**config.mk**
```make
export PLATFORM = sky130hd
export DESIGN_NAME = pipe_hazard_ctrl
export DESIGN_NICKNAME = d
export VERILOG_FILES = /design/src/rtl/pipe_hazard_ctrl.sv
export SDC_FILE = /design/constraint.sdc
export NUM_CORES = 1
export LEC_CHECK = 0
export CORE_MARGIN = 2
export CORE_UTILIZATION = 39
export CTS_BUF_LIST = sky130_fd_sc_hd__clkbuf_8 sky130_fd_sc_hd__clkbuf_16
export DETAILED_ROUTE_END_ITERATION = 10
export MAX_ROUTING_LAYER = met4
export PLACE_DENSITY = 0.77
export SYNTH_ARGS = -nofsm -noshare
export SYNTH_HDL_FRONTEND = slang
export SYNTH_SLANG_ARGS = --single-unit
```
**constraint.sdc**
```tcl
create_clock -name clk -period 2.45 [get_ports clk]
set_clock_uncertainty 0.05 [all_clocks]
set_input_delay 0.245 -clock clk [delete_from_list [all_inputs] [get_ports clk]]
set_output_delay 0.245 -clock clk [all_outputs]
set_load 0.01 [all_outputs]
```
**src/rtl/pipe_hazard_ctrl.sv**
```systemverilog
// Stall/flush controller: merges stage stalls, a fixed-latency busy timer and a branch flush; 0-cycle outputs, no backpressure.
// Optional perf counters (perf_stall_cnt, perf_flush_cnt) are built only when STALL_PERF_EN is defined.
module pipe_hazard_ctrl #(
    parameter int NSTAGE      = 5,
    parameter int CNT_W       = 4,
    parameter int BUSY_STAGE  = 3,
    parameter int FLUSH_STAGE = 3
) (
    input  logic              clk,
    input  logic              rst,
    input  logic [NSTAGE-1:0] stall_req,
    input  logic              busy_start,
    input  logic [CNT_W-1:0]  busy_len,
    input  logic              flush_req,
    output logic [NSTAGE-1:0] stall_state,
    output logic [NSTAGE-1:0] flush_state,
`ifdef STALL_PERF_EN
    output logic [31:0]       perf_stall_cnt,
    output logic [15:0]       perf_flush_cnt,
`endif
    output logic              ctrl_busy
);

    typedef enum logic {RUN = 1'b0, BUSY = 1'b1} state_t;

    state_t             state_q, state_d;
    logic [CNT_W-1:0]   cnt_q, cnt_d;
    logic               pend_q, pend_d;

    logic               busy_start_ok;
    logic               busy_act;
    logic [NSTAGE-1:0]  eff;
    logic [NSTAGE-1:0]  stall_raw;
    logic [NSTAGE-1:0]  flush_mask;
    logic               above;
    logic               late_req;
    logic               blocked;
    logic               fire;

    always_comb begin
        busy_start_ok = busy_start & (busy_len != '0);
        busy_act      = busy_start_ok | (state_q == BUSY);

        eff             = stall_req;
        eff[BUSY_STAGE] = stall_req[BUSY_STAGE] | busy_act;

        // Thermometer: every register at or below the oldest requester holds.
        above     = 1'b0;
        stall_raw = '0;
        late_req  = 1'b0;
        for (int k = NSTAGE - 1; k >= 0; k--) begin
            above        = above | eff[k];
            stall_raw[k] = above;
            if (k > FLUSH_STAGE) begin
                late_req = late_req | eff[k];
            end
        end

        flush_mask = '0;
        for (int k = 0; k < NSTAGE; k++) begin
            if (k <= FLUSH_STAGE) begin
                flush_mask[k] = 1'b1;
            end
        end

        // An older instruction still stalled must resolve before the redirect can be taken.
        blocked = late_req | (busy_act & (BUSY_STAGE >= FLUSH_STAGE));
        fire    = (flush_req | pend_q) & ~blocked & ~rst;
    end

    always_comb begin
        cnt_d = cnt_q;
        if (rst) begin
            cnt_d = '0;
        end else if (fire && (BUSY_STAGE < FLUSH_STAGE)) begin
            cnt_d = '0;
        end else if (state_q == BUSY) begin
            cnt_d = cnt_q - CNT_W'(1);
        end else if (busy_start_ok) begin
            cnt_d = busy_len - CNT_W'(1);
        end

        pend_d = pend_q;
        if (rst || fire) begin
            pend_d = 1'b0;
        end else if (flush_req) begin
            pend_d = 1'b1;
        end

        state_d = state_q;
        case (state_q)
            RUN:     if (cnt_d != '0) state_d = BUSY;
            BUSY:    if (cnt_d == '0) state_d = RUN;
            default: state_d = RUN;
        endcase
    end

    always_comb begin
        stall_state = '0;
        flush_state = '0;
        ctrl_busy   = 1'b0;
        if (!rst) begin
            stall_state = fire ? (stall_raw & ~flush_mask) : stall_raw;
            flush_state = fire ? flush_mask : '0;
            // A request being parked this cycle already counts as pending.
            ctrl_busy   = (state_q == BUSY) | pend_q | (flush_req & blocked);
        end
    end

    always_ff @(posedge clk) begin
        state_q <= state_d;
        cnt_q   <= cnt_d;
        pend_q  <= pend_d;
    end

`ifdef STALL_PERF_EN
    logic [31:0] perf_stall_cnt_q, perf_stall_cnt_d;
    logic [15:0] perf_flush_cnt_q, perf_flush_cnt_d;

    always_comb begin
        perf_stall_cnt_d = perf_stall_cnt_q;
        perf_flush_cnt_d = perf_flush_cnt_q;
        if (rst) begin
            perf_stall_cnt_d = '0;
            perf_flush_cnt_d = '0;
        end else begin
            if (stall_state[0]) perf_stall_cnt_d = perf_stall_cnt_q + 32'd1;
            if (fire)           perf_flush_cnt_d = perf_flush_cnt_q + 16'd1;
        end
    end

    always_ff @(posedge clk) begin
        perf_stall_cnt_q <= perf_stall_cnt_d;
        perf_flush_cnt_q <= perf_flush_cnt_d;
    end

    assign perf_stall_cnt = perf_stall_cnt_q;
    assign perf_flush_cnt = perf_flush_cnt_q;
`endif

endmodule

```
# After elaboration in Yosys (flattened, before gate mapping)
# Index checks and enable logic that the tools add are counted.
dict set report classes {
  n_addsub 2
  n_mux 11
  bitwise_logic 17
  n_reduce_logical 4
}
# operator count
set op_table {}
lappend op_table {{$mux W4} 6}
lappend op_table {{$or A1 B1 Y1} 10}
lappend op_table {{$reduce_bool A4 Y1} 2}
lappend op_table {{$sub A4 B1 Y4 const B} 2}
lappend op_table {{$mux W5} 1}
lappend op_table {{$and A1 B1 Y1} 4}
lappend op_table {{$logic_not A4 Y1} 1}
lappend op_table {{$mux W1} 3}
lappend op_table {{$not A1 Y1} 3}
lappend op_table {{$pmux W1 S2} 1}
lappend op_table {{$logic_or A1 B1 Y1} 1}
dict set report word_totals {
  reg_bits 6
  in_bits 13
  output_inout_bits 11
  wordCells 37
}

# Logic depth before layout (Yosys ltp)
dict set report depth {
  ltp_word 10
  ltp_mapped 6
  depth_no_buf 6
}

# Worst setup path after synthesis
# Ideal clock, no wire load.
dict set report synth_timing {
  path_type {input-to-output}
  startpoint {in busy_len[0]}
  endpoint {out flush_state[1]}
  arrival_ns 1.580
  setup_slack_ns 0.575
  path_stages 6
  path_cell_list {inv_1 -> ha_1 -> nor3b_1 -> o21ai_1 -> nor3_1 -> buf_4}
}
dict set report synth_between {
  elab_chain_cells 9
}
# item line_no
set synth_rtl {}
lappend synth_rtl {{start, declared} 13} ;# input logic [CNT_W-1:0] busy_len,
lappend synth_rtl {{$reduce_bool A4 Y1} 41} ;# busy_start_ok = busy_start & (busy_len != '0);
lappend synth_rtl {{$and A1 B1 Y1} 41}
lappend synth_rtl {{$or A1 B1 Y1} 42} ;# busy_act = busy_start_ok | (state_q == BUSY);
lappend synth_rtl {{$or A1 B1 Y1} 67} ;# blocked = late_req | (busy_act & (BUSY_STAGE >= FLUSH_STAGE));
lappend synth_rtl {{$not A1 Y1} 68} ;# fire = (flush_req | pend_q) & ~blocked & ~rst;
lappend synth_rtl {{$and A1 B1 Y1 (2 in a row)} 68}
lappend synth_rtl {{$mux W4} 104} ;# flush_state = fire ? flush_mask : '0;
lappend synth_rtl {{$mux W4} 102} ;# if (!rst) begin
lappend synth_rtl {{end, declared} 16} ;# output logic [NSTAGE-1:0] flush_state,
# No other way between the ends.

# Final worst setup path
dict set report layout_timing {
  startpoint {in busy_len[3]}
  endpoint {out stall_state[1]}
}
dict set report layout_between {
  elab_chain_cells 9
}
# item line_no
set layout_rtl {}
lappend layout_rtl {{$reduce_bool A4 Y1 *} 41}
lappend layout_rtl {{$and A1 B1 Y1 *} 41}
lappend layout_rtl {{$or A1 B1 Y1 *} 42}
lappend layout_rtl {{$or A1 B1 Y1, on equally long branches} {45, 67}}
lappend layout_rtl {{$or A1 B1 Y1 / $not A1 Y1 (equally long branches)} {52, 68}}
lappend layout_rtl {{$or A1 B1 Y1 / $and A1 B1 Y1 (equally long branches) (2 in a row)} {52, 68}}
lappend layout_rtl {{$mux W4 *} 103} ;# stall_state = fire ? (stall_raw & ~flush_mask) : stall_raw;
lappend layout_rtl {{$mux W5 *} 102}
lappend layout_rtl {{end, declared} 15} ;# output logic [NSTAGE-1:0] stall_state,
# Mark *: on every way between the ends. The rest lies on a longest branch, timed or not.

==> out/summary.txt <==
OUTCOME
--------------------------------------------------------------------------------------------------
Outcome                                                                                  completed

LAYOUT
--------------------------------------------------------------------------------------------------
Total inserted antenna cells                                                                     0
Layout cells sized above 1                                                                   27.5%
Cell area after layout                                                                     872 µm²
NumNets Final                                                                                  109
Relative area change from synthesis to final layout                                          71.3%
End-of-flow core utilization                                                                 69.6%

DRT
--------------------------------------------------------------------------------------------------
Total wire length                                                                          1.28 mm
DRC viols                                                                                        0
Per-cell routed wire length                                                                12.1 µm
Length of the first detailed-routing pass in iterations                                          4
Remaining antenna violation count after routing                                                  0
Via count normalized by instance count                                                        5.23
DRC violation total after the first TritonRoute iteration                                        3
Number of vias in the routed layout                                                            554

PLACE
--------------------------------------------------------------------------------------------------
Detailed Place HPWL                                                                        1.06 mm
Global placement routability congestion                                                      0.836
Cell area after placement                                                                  788 µm²
Setup slack at placement                                                                 -0.268 ns
Number of port buffers                                                                          22

SYNTH
--------------------------------------------------------------------------------------------------
Most used standard cell by instance count after synthesis                             sky130_fd_sc_hd__dfxtp_1
Post-synthesis cell type count                                                                  33
Mapped Area                                                                                509 µm²
Syn avg cell area                                                                         8.35 µm²
Commonest cells in the netlist                                                        sky130_fd_sc_hd__dfxtp_1 (6), sky130_fd_sc_hd__buf_4 (5), sky130_fd_sc_hd__nor2_1 (5)
Synth top area cells                                                                  sky130_fd_sc_hd__dfxtp_1 (24%), sky130_fd_sc_hd__buf_4 (7.4%), sky130_fd_sc_hd__ha_1 (7.4%)
Seq cells post-synth                                                                             6
YS warnings                                                                                      0
Leading area contributor after synthesis                                              sky130_fd_sc_hd__dfxtp_1
Total nets after synthesis                                                                      77
Fraction of registers with async set/reset                                                      0%
Share of Yosys cell area claimed by the top area cell type                                   23.6%
Count of flip-flops with a built-in enable after synthesis                                       0
Proportion of synthesized chip area in sequential cells                                      23.6%
Gate count of the mapped netlist                                                                61
Main flop type after synthesis                                                        sky130_fd_sc_hd__dfxtp_1

FLOORPLAN
--------------------------------------------------------------------------------------------------
Placeable Area                                                                         0.00125 mm²
Boundary pin count                                                                              24
Total die area                                                                         0.00161 mm²
Initial core utilization                                                                     40.7%
Floorplan row count                                                                             13
Vertical die dimension                                                                     40.1 µm
Die width                                                                                  40.1 µm

STA
--------------------------------------------------------------------------------------------------
Setup repair after global routing missed its margin                                          false
Minimum setup slack in the final design                                                   0.210 ns
Final period utilization                                                                     91.4%
Final critical delay including setup and external delays                                   2.24 ns
Pins over their slew limit                                                                       0
Setup violators final                                                                            0
F_max                                                                                      446 MHz
Final count of hold timing violations                                                            0

CLOCK NETWORK
--------------------------------------------------------------------------------------------------
Post-CTS Hold Fix Bufs                                                                           0
Clock Path Buffers                                                                               2
Total number of H-tree levels                                                                    1
Clock latency on the worst-skew pair                                                       0.22 ns
CTS tree                                                                                       yes
Clock transition time at the flip-flop clock pins of the worst setup and hold paths        0.03 ns
Buffer cell driving the clock tree root                                               sky130_fd_sc_hd__clkbuf_8
Number of clock sinks                                                                            6
Number of CTS-inserted buffers                                                                   3
Setup fix buffers added after clock tree synthesis                                               0

POWER AND IR DROP
--------------------------------------------------------------------------------------------------
IR drop worst, VDD                                                                        0.436 mV
PD cells                                                                                643 mW/mm²
Leakage dissipation                                                                       0.457 nW

GRT
--------------------------------------------------------------------------------------------------
Maximum number of pins on one net before global-route repair                                    13
Vias in the first global route                                                                 511
Number of antenna violations at the first check in global routing                                0
Total overflow reported by the global router                                                     0
Global-route usage over all layers                                                           19.4%
First-pass GRT wire length                                                                 2.01 mm

WORST SETUP PATH
--------------------------------------------------------------------------------------------------
Largest fanout on the critical path                                                              4
Setup crit start kind                                                                   input port
Category of the critical setup timing path                                               in -> out
Required arrival time at the worst endpoint                                                2.15 ns
Data arrival time of the critical path                                                     1.95 ns
Critical path capture point type                                                       output port

WORST HOLD PATH
--------------------------------------------------------------------------------------------------
Worst hold path type                                                                    reg -> reg

RUN
--------------------------------------------------------------------------------------------------
Number of max-cap violations                                                                     0

==> registers in the layout (all words and copies together) (netlist names) <==
signal / count
cnt_q: 4
pend_q: 1
state_q: 1
==> per-stage QoR <==
step / cells / total power, mW / setup TNS (ns) / hold slack (ns)
final: 106 / 0.560 / 0 / 0.498
after global placement: 103 / 0.413 / -1.54 / 0.469
after CTS: 106 / 0.563 / -0.445 / 0.490
after floorplan: 61 / 0.323 / 0 / 0.353
after global routing: 106 / 0.609 / 0 / 0.548
after detailed placement: 103 / 0.422 / -1.78 / 0.477
==> where the power goes <==
part,internal [mW],leakage [nW],total [mW],switching (mW)
Sequential,0.137,0.0501,0.166,0.0287
Clock,0.105,0.0216,0.141,0.0362
Combinational,0.139,0.385,0.253,0.114
Total,0.382,0.457,0.560,0.179
==> path summary, 6_finish.rpt <==
kind,cells after the start,to,slack [ns],startpoint
setup / recovery,6,stall_state[1],0.21,busy_len[3]
setup reg to reg,4,state_q,0.65,state_q
hold reg to reg,2,pend_q,0.50,pend_q
hold / removal,2,pend_q,0.50,pend_q
==> worst max-delay path, cell delays in order <==
cell and delay [ns]:
sky130_fd_sc_hd__clkdlybuf4s50_1 0.50, sky130_fd_sc_hd__nor3b_4 0.27, sky130_fd_sc_hd__o21ai_2 0.08, sky130_fd_sc_hd__or4_4 0.41, sky130_fd_sc_hd__and2_1 0.17, sky130_fd_sc_hd__dlygate4sd2_1 0.27
==> cells in the final DEF (no fill, tap or decap), types with 3 or more instances in the layout <==
| master | Yosys | routed |
|---|---|---|
| sky130_fd_sc_hd__clkdlybuf4s50_1 | 0 | 11 |
| sky130_fd_sc_hd__buf_4 | 5 | 11 |
| sky130_fd_sc_hd__dlymetal6s2s_1 | 0 | 8 |
| sky130_fd_sc_hd__dfxtp_1 | 6 | 6 |
| sky130_fd_sc_hd__nor2_1 | 5 | 5 |
| sky130_fd_sc_hd__inv_2 | 1 | 3 |
| sky130_fd_sc_hd__or4_1 | 4 | 3 |
| sky130_fd_sc_hd__clkbuf_8 | 0 | 3 |
| sky130_fd_sc_hd__dlygate4sd2_1 | 0 | 3 |
==> kinds of logic after synthesis <==
logic type | count (synthesis) | synth area share, %
compound gates | 17 | 26.8
xor+xnor | 2 | 3.44
fa+ha+maj | 3 | 7.37
buf+inv | 11 | 12.0
flops | 6 | 23.6
other cells | 1 | 0.736
simple gates | 21 | 26.0
==> layout make-up <==
class	instances	area, µm²
Timing Repair Buffer	33	319
Fill cell	106	380
Multi-Input combinational cell	44	354
Clock buffer	3	41.3
Sequential cell	6	120
Tap cell	15	18.8
Inverter	5	18.8
==> metal layers <==
layer / part of all wire [%] / wire length, µm / global-route usage (%)
met1: 49 / 620 / 22.9
met2: 48 / 616 / 31.0
met3: 1.6 / 20 / 3.33
met4: 1.6 / 21 / 10.3
met5: 0 / 0 / -
==> what timing repair did <==
item | in CTS | in global routing
gates cloned | 0 | 0
setup endpoints to repair | 9 | 9
resized for setup | 4 | 15
No activity file was read; power rests on OpenSTA's default activity.
